==> config.mk <==
export PLATFORM = sky130hd
export DESIGN_NAME = prf_read_port
export DESIGN_NICKNAME = d
export VERILOG_FILES = /design/src/rtl/prf_pkg.sv /design/src/rtl/prf_storage.sv /design/src/rtl/prf_read_port.sv
export SDC_FILE = /design/constraint.sdc
export NUM_CORES = 1
export LEC_CHECK = 0
export CAP_MARGIN = 40
export CORE_MARGIN = 1.5
export CORE_UTILIZATION = 34
export CTS_CLUSTER_DIAMETER = 80
export CTS_CLUSTER_SIZE = 20
export DETAILED_ROUTE_END_ITERATION = 10
export SLEW_MARGIN = 5
export SYNTH_ARGS = -nofsm -noshare
export SYNTH_HDL_FRONTEND = slang
export SYNTH_HIERARCHICAL = 1
export SYNTH_SLANG_ARGS = --single-unit
==> constraint.sdc <==
create_clock -name clk -period 17.69 [get_ports clk]
set_clock_uncertainty 0.15 [all_clocks]
set_input_delay 2.6535 -clock clk [delete_from_list [all_inputs] [get_ports clk]]
set_output_delay 2.6535 -clock clk [all_outputs]
set_load 0.01 [all_outputs]
==> src/rtl/prf_pkg.sv <==
// Shared sizing constants and types for the physical register file.
package prf_pkg;

  localparam int NUM_REGS = 32;
  localparam int WIDTH    = 16;
  localparam int TAG_W    = 5;
  localparam int ZERO_REG = 1;

  typedef logic [TAG_W-1:0] prf_tag_t;
  typedef logic [WIDTH-1:0] prf_data_t;

endpackage

==> src/rtl/prf_storage.sv <==
// Physical register array: one write port, one combinational read port.
// Out-of-range tags neither write nor read (reads return 0).
module prf_storage #(
  parameter int NUM_REGS = prf_pkg::NUM_REGS,
  parameter int WIDTH    = prf_pkg::WIDTH,
  parameter int TAG_W    = prf_pkg::TAG_W
) (
  input  logic             clk,
  input  logic             rst,
  input  logic             we,
  input  logic [TAG_W-1:0] wtag,
  input  logic [WIDTH-1:0] wdata,
  input  logic [TAG_W-1:0] rtag,
  output logic [WIDTH-1:0] rdata
);
  import prf_pkg::*;

  logic [WIDTH-1:0] regs [NUM_REGS];

  // Decoded write keeps tags beyond the array from aliasing onto real entries.
  always_ff @(posedge clk or posedge rst) begin
    if (rst) begin
      for (int i = 0; i < NUM_REGS; i++) regs[i] <= '0;
    end else if (we) begin
      for (int i = 0; i < NUM_REGS; i++) begin
        if (i == int'(wtag)) regs[i] <= wdata;
      end
    end
  end

  assign rdata = (int'(rtag) < NUM_REGS) ? regs[rtag] : '0;

endmodule

==> src/rtl/prf_read_port.sv <==
// Read side of the physical register file: tagged requests, 1-cycle latency,
// same-cycle write bypass and a single response slot held under back-pressure.
module prf_read_port #(
  parameter int NUM_REGS = prf_pkg::NUM_REGS,
  parameter int WIDTH    = prf_pkg::WIDTH,
  parameter int TAG_W    = prf_pkg::TAG_W,
  parameter int ZERO_REG = prf_pkg::ZERO_REG
) (
  input  logic             clk,
  input  logic             rst,
  input  logic             wr_en,
  input  logic [TAG_W-1:0] wr_tag,
  input  logic [WIDTH-1:0] wr_data,
  input  logic             rd_req_valid,
  input  logic [TAG_W-1:0] rd_req_tag,
  output logic             rd_req_ready,
  output logic             rd_rsp_valid,
  output logic [WIDTH-1:0] rd_rsp_data,
  output logic [TAG_W-1:0] rd_rsp_tag,
  input  logic             rd_rsp_ready
);
  import prf_pkg::*;

  logic             store_we;
  logic [WIDTH-1:0] store_rdata;
  logic [WIDTH-1:0] read_value;
  logic             fire;

  assign store_we = wr_en && !((ZERO_REG != 0) && (wr_tag == '0));

  prf_storage #(
    .NUM_REGS (NUM_REGS),
    .WIDTH    (WIDTH),
    .TAG_W    (TAG_W)
  ) u_storage (
    .clk   (clk),
    .rst   (rst),
    .we    (store_we),
    .wtag  (wr_tag),
    .wdata (wr_data),
    .rtag  (rd_req_tag),
    .rdata (store_rdata)
  );

  // Zero register and out-of-range tags win over the bypass so they always read 0.
  always_comb begin
    read_value = store_rdata;
    if ((ZERO_REG != 0) && (rd_req_tag == '0)) begin
      read_value = '0;
    end else if (int'(rd_req_tag) >= NUM_REGS) begin
      read_value = '0;
    end else if (wr_en && (wr_tag == rd_req_tag)) begin
      read_value = wr_data;
    end
  end

  assign rd_req_ready = !rd_rsp_valid || rd_rsp_ready;
  assign fire         = rd_req_valid && rd_req_ready;

  // Data/tag only load on accept, so a stalled response is a frozen snapshot.
  always_ff @(posedge clk or posedge rst) begin
    if (rst) begin
      rd_rsp_valid <= 1'b0;
      rd_rsp_data  <= '0;
      rd_rsp_tag   <= '0;
    end else if (fire) begin
      rd_rsp_valid <= 1'b1;
      rd_rsp_data  <= read_value;
      rd_rsp_tag   <= rd_req_tag;
    end else if (rd_rsp_ready) begin
      rd_rsp_valid <= 1'b0;
    end
  end

endmodule
; After elaboration in Yosys (flattened, before gate mapping)
; Index checks and enable logic that the tools add are counted.
[classes]
n_lt_le_gt_ge = 1
n_eq_ne = 32
muxes = 7
bitwise_logic = 1
reduce_logical = 42
[op_table]
columns = op, count
row1 = 16-bit binary-select mux with 5-bit select, 1
row2 = 5-bit == test (first input constant), 16
row3 = 16-bit 2-to-1 mux, 4
row4 = 2-bit AND reduction, 32
row5 = 4-bit by 5-bit == test with 1-bit output (first input constant), 8
row6 = 3-bit by 5-bit == test with 1-bit output (first input constant), 4
row7 = 5-bit logical NOT, 3
row8 = 2-bit by 5-bit == test with 1-bit output (first input constant), 2
row9 = 6-bit >= comparator (second input constant), 1
row10 = 5-bit inverter with 6-bit output, 1
row11 = 1-bit by 5-bit == test with 1-bit output (first input constant), 1
row12 = 5-bit == test, 1
row13 = 1-bit logical AND, 3
row14 = 1-bit logical NOT, 2
row15 = 1-bit 2-to-1 mux, 2
row16 = 2-bit nonzero test, 1
row17 = 1-bit logical OR, 1
[word_totals]
regBits = 534
input_bits = 31

; Depth between registers and ports, before layout
[depth]
ltp_word = 6
depth_mapped = 10

; Hierarchy
; The synthesis kept the hierarchy.
[by_module_without_submodules]
columns = module, n_inst, cells_each, area_each_um2, seq_area_each_um2
row1 = prf_storage, 1, 1739, 23726.5, 12812.3
row2 = prf_read_port, 1, 117, 1189.9, 550.5

; Worst setup path before layout
; No wires, ideal clock.
[synth_timing]
path_type = input to output
start = in rd_rsp_ready
end = out rd_req_ready
t_arrival_ns = 2.849
path_slack_ns = 12.038
path_stages = 1
cell_sequence = nand2b_1
[synth_between]
elab_chain_len = 1
[synth_lines]
columns = item, line
row1 = from (decl), prf_read_port.sv:20  ; input logic rd_rsp_ready
row2 = 1-bit logical OR, prf_read_port.sv:57  ; assign rd_req_ready = !rd_rsp_valid || rd_rsp_ready;
row3 = to (decl), prf_read_port.sv:16  ; output logic rd_req_ready,
; Every way passes these cells.

; Final worst setup path
; Ends and elaborated chain as after synthesis.

==> impl_metrics.json <==
{
  "core_area_um2": 72710,
  "required_ns": 14.89,
  "synth_nets": 1887,
  "clk_latency_ns": 0.61,
  "synth_xor_area_frac": 0.001758,
  "avgViaCountPerCell": 5.380,
  "antenna_cells": 0,
  "grt_max_degree": 122,
  "grt_remaining_overflow": 0,
  "rsz0062_at_grt": "no",
  "io_pins": 54,
  "clk_pin_slew_ns": 0.08,
  "synth.most_common_cell": "dfrtp_1",
  "grt_usage": 0.1724,
  "fin_tns_setup_ns": 0,
  "reg2reg_slack_ns": 15.93,
  "synth_ff_type": "dfrtp_1",
  "synth_fa_ha_area_frac": 0,
  "rows": 99,
  "fin_crit_ns": 6.649,
  "hold_violations": 0,
  "yosys.area.top_type_share": 0.5363,
  "period_share": 0.3759,
  "die_y_um": 273.7,
  "cts_buffers": 31,
  "wl_um": 64310,
  "drtAntennaViolNets": 0,
  "die_x_um": 273.7,
  "setup.worst_path.end_class": "primary output",
  "ys_warn_count": 6,
  "async_flop_share": 1.000,
  "vias": 15130,
  "htree_levels": 1,
  "timing.fmax_ghz": 0.1504,
  "p_leak_nw": 12.70,
  "cts_resized": 0,
  "finish.utilization": 0.3811,
  "tightest_slew_ns": 1.095,
  "design.die.area_um2": 74920,
  "synth_compound_area_frac": 0.04851,
  "yosys.area.top_type": "dfrtp_1",
  "startpoint_type": "input pin",
  "synthTopCellsByCount": "dfrtp_1, mux2_2, mux2i_1, clkbuf_1, nand2_1",
  "synth.avg_cell_area_um2": 13.42,
  "slew_violations": 0,
  "synth_mux_area_frac": 0.3380,
  "critical_path_class": "input pin to primary output",
  "antenna_found_initial": 1,
  "start_util": 0.3427,
  "ir_drop_uv": 77.57,
  "arrival_ns": 3.85,
  "status": "finished, final reports clean",
  "layout-drive-gt1-share": 0.3567,
  "cts_tree": "done",
  "setup_viol": 0,
  "route.detailed.drc": 0,
  "clockBufferDepth": 3,
  "wl_per_cell_um": 22.87,
  "crit_fanout": 4,
  "syn_area_um2": 24920,
  "hold_buffers": 0,
  "p_per_area_nw_per_um2": 102.8,
  "hpwl_um": 40110,
  "finalNetCount": 1877,
  "synth_cells": 1856,
  "synth_top_family_by_area": "multiplexers",
  "io_buffers": 53,
  "maxCapViolations": 0,
  "grt_pass1_vias": 16120,
  "synthToLayoutAreaGrowth_pct": 11.20,
  "root_buffer": "clkbuf_16",
  "drt_iter0_drc": 944,
  "ys_seq_area_frac": 0.5363,
  "synth_edf_count": 0,
  "cts_sinks": 534,
  "gp_congestion": 0.7931,
  "yosys-top-cells-area": "dfrtp_1, mux2_2, mux2i_1",
  "synth-simple-area-share": 0.04354,
  "grt_pass1_wl_um": 99580,
  "yosysUniqueCellTypes": 39,
  "slew_headroom": 0.2699,
  "hold_class": "register to register",
  "drt_pass1_iterations": 5,
  "synth-seq-cells": 534,
  "post_cts_buffers": 0
}
-- cells in the final DEF, fill, tap and decap left out, drive strengths merged, types with 2 or more instances in the layout --
cell           synthesis  layout
clkbuf                93      35
nand2                 78      78
a31oi                 16      16
xor2                   4       4
nor2b                  5       5
or4                    3       3
dfrtp                534     534
and2                   3       3
nand2b                 8       8
mux2                 517     517
nand4                 35      35
nand3                 34      34
a21oi                 32      32
nor3                  21      21
mux2i                256     256
o211ai                16      16
nor2                  15      15
nor4                   3       3
a22o                  32      32
clkdlybuf4s50          0      52
clkinv                 0       2
inv                    2       4
a22oi                 64      64
buf                   78      76
or2                    2       2
-- cell type report --
type / instances / area, um^2
sequential: 534 / 13360
multi-input combinational: 1149 / 10800
inverter: 2 / 15.01
fill: 6883 / 45000
timing repair buffer: 128 / 1454
clock inverter: 5 / 61.31
clock buffer: 35 / 810.8
tap: 959 / 1200
-- logic make-up after synthesis --
group / count (synthesis)
compound gates: 162
buf+inv: 173
simple gates: 209
mux: 773
xor+xnor: 5
flops: 534
-- path summary, 6_finish.rpt --
| path | startpoint | to | cells past startpoint |
|---|---|---|---|
| max | rd_rsp_ready | rd_req_ready | 3 |
| min | u_storage/regs[55] | u_storage/regs[55] | 1 |
| max reg2reg | u_storage/regs[411] | rd_rsp_data[11] | 7 |
| min reg2reg | u_storage/regs[55] | u_storage/regs[55] | 1 |
| max in group asynchronous | rst | u_storage/regs[199] | 4 |
| min in group asynchronous | rst | u_storage/regs[95] | 2 |
-- critical path, cell delays in order --
cell and delay (ns):
clkdlybuf4s50_1 0.46, nand2b_1 0.17, clkdlybuf4s50_1 0.57
-- flip-flops by register name, indices dropped and copies added, names as in the netlist --
register and count:
rd_rsp_tag 5, u_storage/regs 512, rd_rsp_data 16, rd_rsp_valid 1
-- per-layer routing --
metal | share of wire | global-route usage | up-vias
met5 | 0 | 0 | -
met4 | 0.020 | 0.03518 | 0
met3 | 0.045 | 0.02535 | 73
met2 | 0.45 | 0.2703 | 324
met1 | 0.49 | 0.2520 | 8045
li1 | - | - | 6686
-- per-stage QoR --
stage | cell area, um^2 | total power, mW | instances | worst slack [ns] | hold WS [ns]
floorplan | 24920 | 1.968 | 1856 | 0.5867 | 0.3287
finish | 27710 | 2.849 | 2812 | 11.04 | 0.3576
CTS | 27710 | 2.876 | 2812 | 11.02 | 0.3608
global route | 27710 | 2.995 | 2812 | 10.99 | 0.3678
global placement | 26300 | 2.094 | 2747 | 11.05 | 0.3362
detailed placement | 26830 | 2.136 | 2772 | 11.03 | 0.3417
-- report_power, final --
part | internal, mW | switching [mW] | total (mW)
clock network | 0.339 | 0.400 | 0.739
registers | 1.46 | 0.124 | 1.58
logic | 0.295 | 0.235 | 0.530
(Power assumes the default switching activity.)
